===== config.mk =====
export PLATFORM = sky130hd
export DESIGN_NAME = vector_exec_sequencer
export DESIGN_NICKNAME = d
export VERILOG_FILES = /design/src/rtl/vector_exec_sequencer.sv
export SDC_FILE = /design/constraint.sdc
export NUM_CORES = 1
export LEC_CHECK = 0
export ABC_CLOCK_PERIOD_IN_PS = 4200
export CAP_MARGIN = 20
export CORE_UTILIZATION = 37
export DETAILED_ROUTE_END_ITERATION = 12
export DONT_BUFFER_PORTS = 1
export GPL_ROUTABILITY_DRIVEN = 0
export GPL_TIMING_DRIVEN = 1
export MAX_ROUTING_LAYER = met4
export PLACE_DENSITY_LB_ADDON = 0.3
export SETUP_SLACK_MARGIN = 0.02
export SYNTH_ARGS = -nofsm -noshare
export SYNTH_HDL_FRONTEND = slang
export SYNTH_SLANG_ARGS = --single-unit

===== constraint.sdc =====
create_clock -name clk -period 4.2 [get_ports clk]
set_clock_uncertainty 0.1 [all_clocks]
set_input_delay 0.21 -clock clk [delete_from_list [all_inputs] [get_ports clk]]
set_output_delay 0.21 -clock clk [all_outputs]
set_load 0.01 [all_outputs]

===== src/rtl/vector_exec_sequencer.sv =====
// Expands one vector ALU instruction held in Decode into per-element scalar operations,
// then drains the execute pipeline before releasing Fetch/Decode.
module vector_exec_sequencer #(
   parameter int unsigned REG_W        = 4,
   parameter int unsigned LEN_W        = 4,
   parameter int unsigned DRAIN_CYCLES = 2
) (
   input  logic             clk,
   input  logic             rst,
   input  logic             startD,
   input  logic [LEN_W-1:0] vlenD,
   input  logic [REG_W-1:0] rs1BaseD,
   input  logic [REG_W-1:0] rs2BaseD,
   input  logic [REG_W-1:0] rdBaseD,
   input  logic [3:0]       aluControlD,
   input  logic             scalarSrc2D,
   input  logic             flushE,
   output logic             stallF,
   output logic             stallD,
   output logic             busy,
   output logic [REG_W-1:0] ra1,
   output logic [REG_W-1:0] ra2,
   output logic [REG_W-1:0] rdV,
   output logic [3:0]       aluControlV,
   output logic             regWriteV,
   output logic [LEN_W-1:0] elemIdx,
   output logic             done
);

   // DRAIN_CYCLES is expected to be at least 1.
   localparam int unsigned CntW = $clog2(DRAIN_CYCLES + 1);

   typedef enum logic [1:0] {StIdle, StIssue, StDrain, StDone} state_e;

   state_e           state_q, state_d;
   logic [LEN_W-1:0] idx_q, idx_d;
   logic [LEN_W-1:0] vlen_q, vlen_d;
   logic [CntW-1:0]  cnt_q, cnt_d;
   logic [REG_W-1:0] rs1_q, rs1_d;
   logic [REG_W-1:0] rs2_q, rs2_d;
   logic [REG_W-1:0] rd_q, rd_d;
   logic [3:0]       alu_q, alu_d;
   logic             scalar_q, scalar_d;

   logic             start_ok;
   logic [REG_W-1:0] idx_r;

   assign start_ok = startD && (vlenD != '0) && !flushE;
   assign idx_r    = REG_W'(idx_q);

   always_ff @(posedge clk or posedge rst) begin
      if (rst) begin
         state_q  <= StIdle;
         idx_q    <= '0;
         vlen_q   <= '0;
         cnt_q    <= '0;
         rs1_q    <= '0;
         rs2_q    <= '0;
         rd_q     <= '0;
         alu_q    <= '0;
         scalar_q <= 1'b0;
      end else begin
         state_q  <= state_d;
         idx_q    <= idx_d;
         vlen_q   <= vlen_d;
         cnt_q    <= cnt_d;
         rs1_q    <= rs1_d;
         rs2_q    <= rs2_d;
         rd_q     <= rd_d;
         alu_q    <= alu_d;
         scalar_q <= scalar_d;
      end
   end

   always_comb begin
      state_d  = state_q;
      idx_d    = idx_q;
      vlen_d   = vlen_q;
      cnt_d    = cnt_q;
      rs1_d    = rs1_q;
      rs2_d    = rs2_q;
      rd_d     = rd_q;
      alu_d    = alu_q;
      scalar_d = scalar_q;
      unique case (state_q)
         StIdle: begin
            if (start_ok) begin
               rs1_d    = rs1BaseD;
               rs2_d    = rs2BaseD;
               rd_d     = rdBaseD;
               vlen_d   = vlenD;
               alu_d    = aluControlD;
               scalar_d = scalarSrc2D;
               idx_d    = '0;
               state_d  = StIssue;
            end
         end
         StIssue: begin
            if (flushE) begin
               state_d = StIdle;
            end else if (idx_q == vlen_q - LEN_W'(1)) begin
               cnt_d   = CntW'(DRAIN_CYCLES);
               state_d = StDrain;
            end else begin
               idx_d = idx_q + LEN_W'(1);
            end
         end
         StDrain: begin
            if (flushE) begin
               state_d = StIdle;
            end else if (cnt_q == CntW'(1)) begin
               state_d = StDone;
            end else begin
               cnt_d = cnt_q - CntW'(1);
            end
         end
         StDone: begin
            // The vector instruction itself advances now; startD is not re-sampled.
            state_d = StIdle;
         end
         default: state_d = StIdle;
      endcase
   end

   always_comb begin
      stallF      = 1'b0;
      busy        = 1'b0;
      ra1         = '0;
      ra2         = '0;
      rdV         = '0;
      aluControlV = '0;
      regWriteV   = 1'b0;
      done        = 1'b0;
      unique case (state_q)
         StIdle: begin
            // Gated by rst so every output reads 0 while reset is held.
            stallF = start_ok && !rst;
         end
         StIssue: begin
            stallF      = 1'b1;
            busy        = 1'b1;
            regWriteV   = 1'b1;
            ra1         = rs1_q + idx_r;
            ra2         = scalar_q ? rs2_q : rs2_q + idx_r;
            rdV         = rd_q + idx_r;
            aluControlV = alu_q;
         end
         StDrain: begin
            stallF = 1'b1;
            busy   = 1'b1;
         end
         StDone: begin
            done = 1'b1;
         end
         default: begin
            stallF = 1'b0;
         end
      endcase
   end

   assign stallD  = stallF;
   assign elemIdx = idx_q;

endmodule

**Word-level counts from Yosys, hierarchy flattened**

Index checks and enable logic that the tools add are counted.

- Add/subtract/negate cells: 6
- Equality and inequality tests: 13
- Muxes and demuxes: 23
- Reductions and logical operators: 14

Operators with widths:

| operator | number |
|---|---|
| 4-bit two-way mux | 8 |
| 2-bit two-way mux | 8 |
| 4-bit adder | 3 |
| 2-bit inequality test, second input constant | 6 |
| 2-bit one-hot mux with 4 select lines | 1 |
| 4-bit one-hot mux with 2 select lines | 1 |
| 3-bit inequality test, second input constant | 2 |
| 5-bit AND reduction | 1 |
| 4-bit by 1-bit adder with 4-bit output, second input constant | 1 |
| 2-bit by 1-bit equality test with 1-bit output, second input constant | 2 |
| 2-bit equality test, second input constant | 2 |
| 4-bit equality test | 1 |
| 2-bit one-hot mux with 2 select lines | 1 |
| 4-bit AND reduction | 1 |
| 2-bit nonzero test | 2 |
| 4-bit nonzero test | 1 |
| 4-bit by 1-bit subtractor with 4-bit output, second input constant | 1 |
| 1-bit logical AND | 3 |
| 1-bit two-way mux | 3 |
| 3-bit AND reduction | 1 |
| 1-bit logical NOT | 2 |
| 2-bit logical NOT | 1 |
| 1-bit one-hot mux with 2 select lines | 1 |
| 2-bit AND reduction | 1 |
| other kinds (2) | 2 |

- Flip-flop bits (word level): 29
- Input bits: 25

**Longest topological paths before layout**

- Word-level depth: 5
- Gate-level depth with buffers: 10
- Gate-level depth less buffers: 7

**Worst setup path before layout**

Ideal clock, no wire load.

- Path type: register -> output
- Start point: register state_q[0]
- End point: output port stallF
- Arrival time: 1.877 ns
- Path slack: 2.013 ns
- Stages on the path, launching flop included: 11
- Path buffers: 3
- Cells stage by stage: dfrtp_1 > inv_1 > ha_1 > inv_1 > or3_1 > clkbuf_1 > buf_2 > nor2_1 > nor2_1 > nor2_1 > buf_4

- Cells in the longest elaborated chain, start to end: 3

Ends and longest elaborated chain:

| what | line | RTL |
|---|---|---|
| start: declaration | 35 | `state_e state_q, state_d;` |
| start signal: assignment | 53 | `state_q <= StIdle;` |
| start signal: assignment | 63 | `state_q <= state_d;` |
| 2-bit equality test / 2-bit by 1-bit equality test with 1-bit output (equally long branches) | 134 | `unique case (state_q)` |
| 2-bit OR reduction (no line) | -- |  |
| 1-bit one-hot mux with 2 select lines * | 134 |  |
| end: declaration | 18 | `output logic stallF,` |

Mark *: on every way between the ends. The rest lies on a longest branch, timed or not.

**Final worst setup path**

- Start point: register state_q[1]
- End point: output port stallF

The elaborated chain is that of the path after synthesis.

==> flow_metrics.py <==
metrics = {
    "outcome": {
        "status": "completed",
    },
    "final_layout": {
        "synthToLayoutAreaGrowth_pct": 20.05,
        "final_core_util": 0.4606,
        "nets": 250,
        "multi_input_area_um2": 1114,
        "seq_area_um2": 725.7,
        "num-fill-cells": 514,
        "drive_above_1_share": 0.1739,
        "num_antenna_cells": 0,
    },
    "power": {
        "switching_share": 0.4296,
        "internal_power_mw": 1.015,
        "p_seq_frac": 0.325,
        "combPwrFrac": 0.533,
        "pwr_density_cell_nw_per_um2": 761.5,
        "p_leak_nw": 1.033,
        "p_sw_mw": 0.7646,
        "power_mw": 1.780,
        "ir_worst_vdd_mv": 0.2370,
        "power_frac_clock": 0.142,
    },
    "drt": {
        "totalWireLength_um": 3905,
        "vias": 1370,
        "ant_nets": 0,
        "drcViolationCount": 0,
        "post_drt_wl_per_cell_um": 14.10,
        "via_per_inst": 4.946,
        "dr.pass1.iters": 4,
        "drtIter0Drc": 84,
    },
    "clock_tree": {
        "cts_made_buffers": 5,
        "cts_hold_buf": 23,
        "clock_sinks": 29,
        "cts_max_level": 2,
        "cts_tree": "yes",
        "clkTransAtPathRegs_ns": 0.07,
        "cts-resized-gates": 0,
        "root_buffer": "clkbuf_8",
        "clock_latency_ns": 0.28,
        "cts.path.max_buffers": 2,
        "post_cts_buffers": 0,
    },
    "place": {
        "dp_hpwl_um": 2794,
        "portBuffers": 0,
    },
    "sta": {
        "relSlewSlack": 0.3530,
        "final_max_slew_viol_count": 0,
        "finalCritPeriodShare": 0.6559,
        "period_minus_slack_ns": 2.755,
        "worstMarginPinSlew_ns": 0.9704,
        "hold_viol": 0,
        "whs_ns": 0.03125,
        "finalSetupViolations": 0,
        "tns_ns": 0,
        "timing.fmax_mhz": 363.0,
        "rsz0062_at_grt": "no",
    },
    "min_path": {
        "min_path_type": "input pin to flip-flop",
        "min_from": "flushE",
        "holdPathStages": 2,
        "min_delay_worst_endpoint": "cnt_q[1]",
    },
    "global_route": {
        "met2_usage": 0.2242,
        "use_met3": 0.05691,
        "grt_pass1_wl_um": 6375,
        "met1_usage": 0.2164,
        "first_global_vias": 1292,
        "grt_start_max_net_pins": 31,
        "overflow": 0,
        "busiest_layer": "met2",
        "antenna_found_initial": 0,
        "grtUsageTotal": 0.1616,
    },
    "synth": {
        "synth_top_area_frac": 0.3728,
        "async_flop_share": 1.000,
        "synthCells": 184,
        "syn_nets": 228,
        "netlist_area_um2": 1947,
        "yosysWarnings": 0,
        "synth_area_per_cell_um2": 10.58,
        "synth_edf_count": 0,
        "synthTopCellsByArea": "dfrtp_1 (37%), mux2_2 (12%), ha_1 (10%), and2_1 (4.2%), xnor2_1 (3.1%)",
        "yosysSeqAreaShare": 0.3728,
        "synth-main-ff-cell": "dfrtp_1",
        "synth.distinct_cells": 40,
        "synth-seq-cells": 29,
        "synth_area_leader_cell": "dfrtp_1",
    },
    "die": {
        "core_area_um2": 5075,
        "die_area_um2": 5556,
        "row_count": 26,
        "dieWidth_um": 74.54,
        "start_util": 0.3836,
        "ios": 50,
        "die_h_um": 74.54,
    },
    "critical_path": {
        "worstSetupPathType": "flip-flop to output pin",
        "start_kind": "flip-flop",
        "r2r-end": "vlen_q[2]",
        "r2r_cells": 5,
        "arrival_ns": 2.44,
        "cp-end-kind": "output pin",
        "required_ns": 3.89,
        "cp_max_fo": 22,
        "r2r_setup_slack_ns": 1.96,
        "r2r-start": "state_q[1]",
    },
    "job": {
        "maxCapViolCount": 0,
    },
}
[per-stage QoR]
stage          std cells  area (um2)  worst slack, ns
2_1_floorplan        184        1947            2.013
3_3_place_gp         245        1991            1.763
3_5_place_dp         245        1991            1.701
4_1_cts              276        2322            1.391
5_1_grt              277        2337            1.199
6_report             277        2337            1.445
[kinds of logic after synthesis]
logic type	Yosys count	synth area share
DFF	29	0.3728
AOI/OAI and AO/OA	25	0.09448
and+or+nand+nor	49	0.1453
xor gates and xnor gates	14	0.06684
muxes	23	0.1318
buffers and inverters	25	0.05527
adders and majority gates	19	0.1337
[how the worst max path moves through the flow]
stage                         to       start  cells past startpoint  slack [ns]
after global routing      stallF  state_q[0]                      7        1.20
after floorplan           stallF  state_q[0]                     10        2.01
after global placement    stallF  state_q[0]                      7        1.76
after CTS                 stallF  state_q[1]                      7        1.39
after detailed placement  stallF  state_q[1]                      7        1.70
final                     stallF  state_q[1]                      7        1.45
[power groups by stage]
stage,combinational (mW),clock (mW),sequential (mW)
after global routing,1.08,0.284,0.607
after global placement,0.919,0,0.582
after detailed placement,0.931,0,0.588
final,0.948,0.253,0.579
after floorplan,0.833,0,0.524
after CTS,0.951,0.264,0.582
[state kept, by name (all words and copies together), names as in the netlist]
name,count
scalar_q,1
state_q,2
rs2_q,4
vlen_q,4
alu_q,4
elemIdx,4
rs1_q,4
cnt_q,2
rd_q,4
[layout make-up]
class | count | share of cell area
inverters | 15 | 0.02409
flip-flops and latches | 29 | 0.3105
clock inverters | 1 | 0.002141
well taps | 70 | 0.03747
multi-input cells | 130 | 0.4764
clock buffers | 7 | 0.04122
repair buffers | 25 | 0.1081
[Yosys cell counts, types with 2 or more instances]
cell,n
dfrtp_1,29
mux2_2,21
ha_1,16
inv_1,15
and2_1,13
nand2_1,11
xnor2_1,7
clkbuf_1,6
o21ai_0,6
xor2_1,6
nor2_1,5
a21oi_1,4
nand3_1,4
o211ai_1,4
a21o_1,3
fa_1,3
nor2b_1,3
buf_2,2
mux2i_1,2
nand4_1,2
nand4b_1,2
or3_1,2
[metal layers]
metal  vias up  part of all wire
li1        680                 -
met1       646              0.47
met4         0             0.010
met3         4             0.064
met5         -                 0
met2        40              0.46
[placed cells by master (no fill, tap or decap), drive strengths merged, types with 6 or more instances in the layout]
| master | Yosys | layout |
|---|---|---|
| xnor2 | 8 | 8 |
| and2 | 13 | 13 |
| inv | 15 | 15 |
| nand2 | 11 | 11 |
| xor2 | 6 | 6 |
| clkbuf | 6 | 7 |
| dlygate4sd3 | 0 | 23 |
| ha | 16 | 16 |
| o21ai | 6 | 6 |
| dfrtp | 29 | 29 |
| mux2 | 21 | 21 |
[worst max-delay path: stages (launching register included)]
cell and delay [ns]:
dfrtp_1 0.41, inv_1 0.09, ha_1 0.22, inv_1 0.08, or3_1 0.77, nor2_1 0.22, nor2_1 0.06, nor2_1 0.30
(Power assumes the default switching activity.)
